## src/rtl/fake_jpeg_cone_pipe.sv

```systemverilog
// fake_jpeg_cone_pipe
//   Three-stage bitwise logic cone with a rolling frame signature.
//   Per bit: p = ~(a|b), q = ~(c&d), r = MAJ(p,q,e), y = ~(r&f).
//   Stage 1 registers p/q, stage 2 registers r, stage 3 registers y.
//   A single global stall freezes every stage while the output is blocked.
//   Each output handshake folds y into a rotate-xor accumulator. Every FRAME
//   handshakes the folded value is published on sig_value, with a
//   one-cycle sig_valid pulse.
//
// Ports
//   clk, rst               clock, asynchronous active-high reset
//   clear                  synchronous flush of pipeline, accumulator, counter
//   in_a..in_f [W]         operands, qualified by in_valid / in_ready
//   out_y [W]              cone result, qualified by out_valid / out_ready
//   sig_valid, sig_value   frame signature pulse and held value
//   frame_cnt              output handshakes counted in the current frame
module fake_jpeg_cone_pipe #(
    parameter int W     = 8,
    parameter int FRAME = 8
) (
    input  logic                     clk,
    input  logic                     rst,
    input  logic                     clear,
    input  logic [W-1:0]             in_a,
    input  logic [W-1:0]             in_b,
    input  logic [W-1:0]             in_c,
    input  logic [W-1:0]             in_d,
    input  logic [W-1:0]             in_e,
    input  logic [W-1:0]             in_f,
    input  logic                     in_valid,
    output logic                     in_ready,
    output logic [W-1:0]             out_y,
    output logic                     out_valid,
    input  logic                     out_ready,
    output logic                     sig_valid,
    output logic [W-1:0]             sig_value,
    output logic [$clog2(FRAME)-1:0] frame_cnt
);
    localparam int            CW       = $clog2(FRAME);
    localparam logic [CW-1:0] CNT_LAST = CW'(FRAME - 1);

    logic          en;
    logic          hs_out;
    logic [W-1:0]  acc_next;

    logic          v1_q, v1_d, v2_q, v2_d, v3_q, v3_d;
    logic [W-1:0]  p_q, p_d, q_q, q_d, e1_q, e1_d, f1_q, f1_d;
    logic [W-1:0]  r_q, r_d, f2_q, f2_d, y_q, y_d;
    logic [W-1:0]  acc_q, acc_d, sig_q, sig_d;
    logic [CW-1:0] cnt_q, cnt_d;
    logic          sigv_q, sigv_d;

    // Only a blocked, valid output stalls the pipe, so bubbles are squeezed
    // out whenever the consumer is ready.
    assign en       = !(v3_q && !out_ready);
    assign in_ready = en && !clear;
    assign hs_out   = v3_q && out_ready;
    assign acc_next = {acc_q[W-2:0], acc_q[W-1]} ^ y_q;

    always_comb begin : pipe_comb
        v1_d = v1_q;
        v2_d = v2_q;
        v3_d = v3_q;
        p_d  = p_q;
        q_d  = q_q;
        e1_d = e1_q;
        f1_d = f1_q;
        r_d  = r_q;
        f2_d = f2_q;
        y_d  = y_q;
        if (clear) begin
            v1_d = 1'b0;
            v2_d = 1'b0;
            v3_d = 1'b0;
        end else if (en) begin
            v1_d = in_valid;
            v2_d = v1_q;
            v3_d = v2_q;
            // Data registers only load behind a valid so bubbles never
            // disturb the value presented on out_y.
            if (in_valid) begin
                p_d  = ~(in_a | in_b);
                q_d  = ~(in_c & in_d);
                e1_d = in_e;
                f1_d = in_f;
            end
            if (v1_q) begin
                r_d  = (p_q & q_q) | (p_q & e1_q) | (q_q & e1_q);
                f2_d = f1_q;
            end
            if (v2_q) begin
                y_d = ~(r_q & f2_q);
            end
        end
    end

    always_comb begin : frame_comb
        acc_d  = acc_q;
        cnt_d  = cnt_q;
        sig_d  = sig_q;
        sigv_d = 1'b0;
        // A handshake that coincides with clear is consumed but not counted.
        if (clear) begin
            acc_d = '0;
            cnt_d = '0;
        end else if (hs_out) begin
            if (cnt_q == CNT_LAST) begin
                sig_d  = acc_next;
                sigv_d = 1'b1;
                acc_d  = '0;
                cnt_d  = '0;
            end else begin
                acc_d = acc_next;
                cnt_d = cnt_q + CW'(1);
            end
        end
    end

    always_ff @(posedge clk or posedge rst) begin
        if (rst) begin
            v1_q   <= 1'b0;
            v2_q   <= 1'b0;
            v3_q   <= 1'b0;
            p_q    <= '0;
            q_q    <= '0;
            e1_q   <= '0;
            f1_q   <= '0;
            r_q    <= '0;
            f2_q   <= '0;
            y_q    <= '0;
            acc_q  <= '0;
            cnt_q  <= '0;
            sig_q  <= '0;
            sigv_q <= 1'b0;
        end else begin
            v1_q   <= v1_d;
            v2_q   <= v2_d;
            v3_q   <= v3_d;
            p_q    <= p_d;
            q_q    <= q_d;
            e1_q   <= e1_d;
            f1_q   <= f1_d;
            r_q    <= r_d;
            f2_q   <= f2_d;
            y_q    <= y_d;
            acc_q  <= acc_d;
            cnt_q  <= cnt_d;
            sig_q  <= sig_d;
            sigv_q <= sigv_d;
        end
    end

    assign out_y     = y_q;
    assign out_valid = v3_q;
    assign sig_valid = sigv_q;
    assign sig_value = sig_q;
    assign frame_cnt = cnt_q;

endmodule
```

## config.mk

```make
export PLATFORM = sky130hd
export DESIGN_NAME = fake_jpeg_cone_pipe
export DESIGN_NICKNAME = d
export VERILOG_FILES = /design/src/rtl/fake_jpeg_cone_pipe.sv
export SDC_FILE = /design/constraint.sdc
export NUM_CORES = 1
export LEC_CHECK = 0
export BUFFER_PORTS_ARGS = -buffer_cell sky130_fd_sc_hd__buf_4
export CAP_MARGIN = 20
export CORE_MARGIN = 2
export CORE_UTILIZATION = 48
export DETAILED_ROUTE_END_ITERATION = 7
export PLACE_DENSITY = 0.84
export SLEW_MARGIN = 15
export SYNTH_ARGS = -nofsm -noshare
export SYNTH_HDL_FRONTEND = slang
export SYNTH_SLANG_ARGS = --single-unit
```

## constraint.sdc

```tcl
create_clock -name clk -period 2.2 [get_ports clk]
set_input_delay 0.11 -clock clk [delete_from_list [all_inputs] [get_ports clk]]
set_output_delay 0.11 -clock clk [all_outputs]
set_load 0.01 [all_outputs]
```

**Word-level counts from Yosys, hierarchy flattened**

Index checks and enable logic that the tools add are counted.

- Output and inout bits: 22
- Memory bits (read-only): 0
- Latch bits: 0
- Memories kept: 0
- Register bits after elaboration: 79
- Logic and storage cells: 57
- RAM bits: 0
- Input bits: 53

- Bitwise gates (word level): 14
- Equality and inequality tests: 2
- Divide/modulo/power cells: 0
- Order comparisons: 0
- Reduce and logical (&&, ||, !) cells: 11
- Muxes and demuxes: 15
- $add $sub $neg: 1
- Shift operators: 0
- Multiply operators: 0

Operators with widths:

| cell | number |
|---|---|
| AND 8 bit | 5 |
| two-way mux 8 bit | 3 |
| NOT 8 bit | 3 |
| bitwise OR 8 bit | 3 |
| AND reduction 3 bit | 4 |
| two-way mux 1 bit | 9 |
| two-way mux 3 bit | 3 |
| bitwise XOR 8 bit | 1 |
| adder 3 x 1 -> 3 bit (second input constant) | 1 |
| equality test 3 bit (second input constant) | 1 |
| logical AND 1 bit | 3 |
| zero test 1 bit | 3 |
| inequality test 2 bit (second input constant) | 1 |
| NOT 1 bit | 2 |
| nonzero test 2 bit | 1 |

**Depth between registers and ports, before layout**

- Depth in word-level cells: 4
- Gate-level depth with buffers: 6
- Gate-level depth less buffers: 5

**Worst setup path before layout**

OpenSTA, ideal clock, no wires.

- Kind: register -> register
- Start: register v3_q (netlist: out_valid)
- End: register f2_q[0]
- Cell stages (with the launch flop): 6
- Data required time: 2.075 ns
- Clock period less this slack: 1.685 ns
- Data arrival time: 1.561 ns
- Setup slack: 0.515 ns
- Cells stage by stage: dfrtp_1 > nor2b_1 > buf_6 > nor3b_4 > buf_8 > mux2_2

- Longest elaborated chain between the ends: 3

Ends and longest elaborated chain:

| what | line | RTL |
|---|---|---|
| start, declared | 46 | `logic v1_q, v1_d, v2_q, v2_d, v3_q, v3_d;` |
| start signal, assigned | 138 | `v3_q <= v3_d;` |
| logical AND 1 bit | 55 | `assign en = !(v3_q && !out_ready);` |
| NOT 1 bit (no source line) | -- |  |
| AND reduction 3 bit (no source line) | -- |  |
| end signal, assigned | 129 | `f2_q <= '0;` |
| end signal, assigned | 144 | `f2_q <= f2_d;` |
| end, declared | 48 | `logic [W-1:0] r_q, r_d, f2_q, f2_d, y_q, y_d;` |

No other way between the ends.
A chain may end at the register's enable or synchronous reset.

**Final worst setup path**

- Start: register v3_q (netlist: out_valid)
- End: register e1_q[6]

- Longest elaborated chain between the ends: 3

Ends and longest elaborated chain:

| what | line | RTL |
|---|---|---|
| logical AND 1 bit | 55 |  |
| NOT 1 bit (no source line) | -- |  |
| AND reduction 3 bit (no source line) | -- |  |
| end signal, assigned | 126 | `e1_q <= '0;` |
| end signal, assigned | 141 | `e1_q <= e1_d;` |
| end, declared | 47 | `logic [W-1:0] p_q, p_d, q_q, q_d, e1_q, e1_d, f1_q, f1_d;` |

No other way between the ends.

==> metrics.yaml <==
logic_synthesis:
  synth_top_area_share_pct: 59.69
  synth_fa_ha_area_share_pct: 3.551
  syn-cell-area_sq_mm: 0.003312
  synth_mux_area_share_pct: 19.95
  syn-mean-instance-area_sq_um: 13.52
  synth_seq_cells: 79
  yosys.area_share.xor_xnor_pct: 2.116
  synth_nets: 301
  ys_seq_area_share_pct: 59.69
  synth_cell_types: 23
  yosys_warnings: 0
  yosysTopAreaCell: "dfrtp_1"
  synth_compound_area_share_pct: 3.778
  synth-simple-area-share_pct: 8.349
  synth_area_leaders: "dfrtp_1, mux2_2, nand2_1"
  syn_inst: 245
  synth_top_family_by_area: "multiplexers"
timing:
  clock.fmax_mhz: 582.6
  fin_crit_ns: 1.716
  finalSetupViolations: 0
  worst_pin_slew_ns: 0.7787
  fin_tns_setup_ns: 0
  hold_viol: 0
  rsz0062_at_grt: "no"
  worst_slack_ns: 0.4835
  fin_crit_sh_pct: 78.02
  clock_skew_ns: 0.005950
  slew_headroom_pct: 48.03
  finalMaxSlewViolations: 0
job:
  drv_cap: 0
grt:
  grt_pass1_vias: 2164
  gr-usage-all-layers_pct: 17.22
  grt-ovfl-total: 0
  grt_start_max_net_pins: 46
  grt_pass1_wl_um: 10090
  antenna_found_initial: 0
clock_network:
  clkSinkCount: 79
  clk_pin_slew_ns: 0.08
  cts_root_buffer: "clkbuf_8"
  cts_max_level: 3
  clkLatencyLatePin_ns: 0.34
  numCtsBuffers: 9
  postCtsResizedCells: 0
  tritoncts: "yes"
  cts_buffer_depth: 2
placement:
  port_buffers: 74
  dp_hpwl_um: 4192
  pre_cts_slack_ns: 0.5120
  gp_congestion: 0.7971
worst_setup_path:
  required_ns: 2.43
  r2r_cells: 5
  cp-startpoint: "out_valid"
  endpoint_kind: "flop"
  critPathLaunchType: "flop"
  path_class: "reg -> reg"
  r2r-start: "out_valid"
  cp_slowest_stage_delay_ns: 0.44
  slowest_stage: "dfrtp_1"
  worstPathArrival_ns: 1.94
  crit_fanout: 32
  crit_chain: "nor2b_1 > buf_4 > nor3b_4 > buf_12 > mux2_2"
  ff2ff_setup_slack_ns: 0.48
floorplanning:
  core_region_area_sq_mm: 0.006719
  die_w_um: 87.07
  die_y_um: 87.07
  fp-row-count: 30
  initial_core_util_pct: 49.29
  io_pins: 75
  die-area_sq_mm: 0.007580
finish:
  drive_above_1_share_pct: 44.31
  multi_input_area_sq_mm: 0.001250
  regArea_sq_mm: 0.001977
  nFillCells: 509
  syn_to_final_growth_pct: 29.58
  antenna_cells: 0
  nNetsFinal: 394
hold_path:
  worstHoldPathType: "in -> reg"
  min_from: "in_e[6]"
  whs_path_depth: 2
status:
  status: "finished clean"
pwr:
  vdd_drop_max_v: 0.0004276
  power_density_mw_per_mm2: 857.2
  p_leak_nw: 1.935
detailed_routing:
  drt-vias-per-instance: 5.097
  antenna_left: 0
  wl_per_cell_um: 13.72
  routed_wl_um: 5805
  firstDrtPassIters: 4
  drc: 0
  drt_iter0_markers: 109
  vias: 2156
## cell type report
| type | count | area share (%) |
|---|---|---|
| inverters | 1 | 0.1166 |
| clock inverters | 3 | 0.9329 |
| multi-input cells | 155 | 29.13 |
| clock buffers | 13 | 3.936 |
| well taps | 80 | 2.332 |
| flip-flops and latches | 79 | 46.06 |
| repair buffers | 92 | 17.49 |
## Yosys cell counts
| library cell | count |
|---|---|
| buf_1 | 1 |
| mux2i_1 | 3 |
| nand4b_1 | 1 |
| xnor2_1 | 8 |
| nor2b_1 | 1 |
| nor3b_1 | 1 |
| ha_1 | 3 |
| o41ai_1 | 8 |
| mux2_1 | 1 |
| nor2_1 | 15 |
| nand2_1 | 35 |
| buf_2 | 2 |
| maj3_1 | 8 |
| o21ai_0 | 8 |
| buf_6 | 4 |
| nor3b_4 | 3 |
| clkbuf_1 | 2 |
| nand3_1 | 2 |
| buf_8 | 1 |
| dfrtp_1 | 79 |
| inv_1 | 1 |
| a21oi_1 | 3 |
| mux2_2 | 55 |
## sequential cells by signal (all words and copies together), names as in the netlist
signal / flops
p_q: 8
v1_q: 1
q_q: 8
e1_q: 8
out_y: 8
acc_q: 8
r_q: 8
v2_q: 1
f1_q: 8
sig_value: 8
out_valid: 1
sig_valid: 1
f2_q: 8
frame_cnt: 3
## placed cells by master, fill, tap and decap left out, drive strengths merged
cell,instances
dlygate4sd3,14
clkbuf,13
o41ai,8
nand4b,1
bufinv,1
dfrtp,79
nor2,15
nand2,35
a21oi,3
nor3b,4
maj3,8
mux2i,3
mux2,56
buf,78
clkinv,3
o21ai,8
xnor2,8
ha,3
nor2b,1
nand3,2
## through the flow
step                      power [mW]  hold WS [ns]  area, sq um  util [%]  cells
after floorplan                2.289        0.2447         3312         -    245
after global placement         2.545        0.2662         3943     58.68    393
after detailed placement       2.593        0.2796         3943     58.68    393
after CTS                      3.716      0.009457         4292     63.87    423
after global routing           3.864      0.005750         4292     63.87    423
final                          3.679       0.01498         4292     63.87    423
## path summary, 6_finish.rpt
check	endpoint
max reg2reg	e1_q[6]
min	e1_q[6]
max in group asynchronous	p_q[4]
min reg2reg	f1_q[2]
max	e1_q[6]
min in group asynchronous	sig_value[3]
## cells by family (layout without fill, tap and decap cells)
logic type / Yosys count / count (layout)
xor+xnor: 8 / 8
simple gates: 58 / 58
compound gates: 19 / 19
mux: 59 / 59
flops: 79 / 79
buf+inv: 11 / 109
fa+ha+maj: 11 / 11
## power breakdown
group	leakage, nW	switching [mW]	internal, mW
clock network	0.109	0.490	0.614
logic	0.858	0.254	0.430
registers	0.967	0.183	1.71
total	1.93	0.927	2.75
## worst max-delay path, delay by kind of cell, from the launching register on
kind | cells | cell delay (ns)
AND/OR/NAND/NOR | 2 | 0.37
buffers and inverters | 2 | 0.40
flip-flops | 1 | 0.44
multiplexers | 1 | 0.36
## repair_timing
item | in CTS | in global routing
endpoints found under the setup margin | 0 | 0
hold buffers | 14 | 0
hold endpoints to repair | 57 | 0
setup buffers | 0 | 0
## per-layer routing
metal,up-vias,global-route usage (%),part of all wire (%)
met1,1043,22.90,45
met3,10,2.938,4.7
met2,60,27.55,48
li1,1043,-,-
met4,0,8.097,2.2
met5,-,0,0
Note: power is estimated with default switching activity, not from simulation.
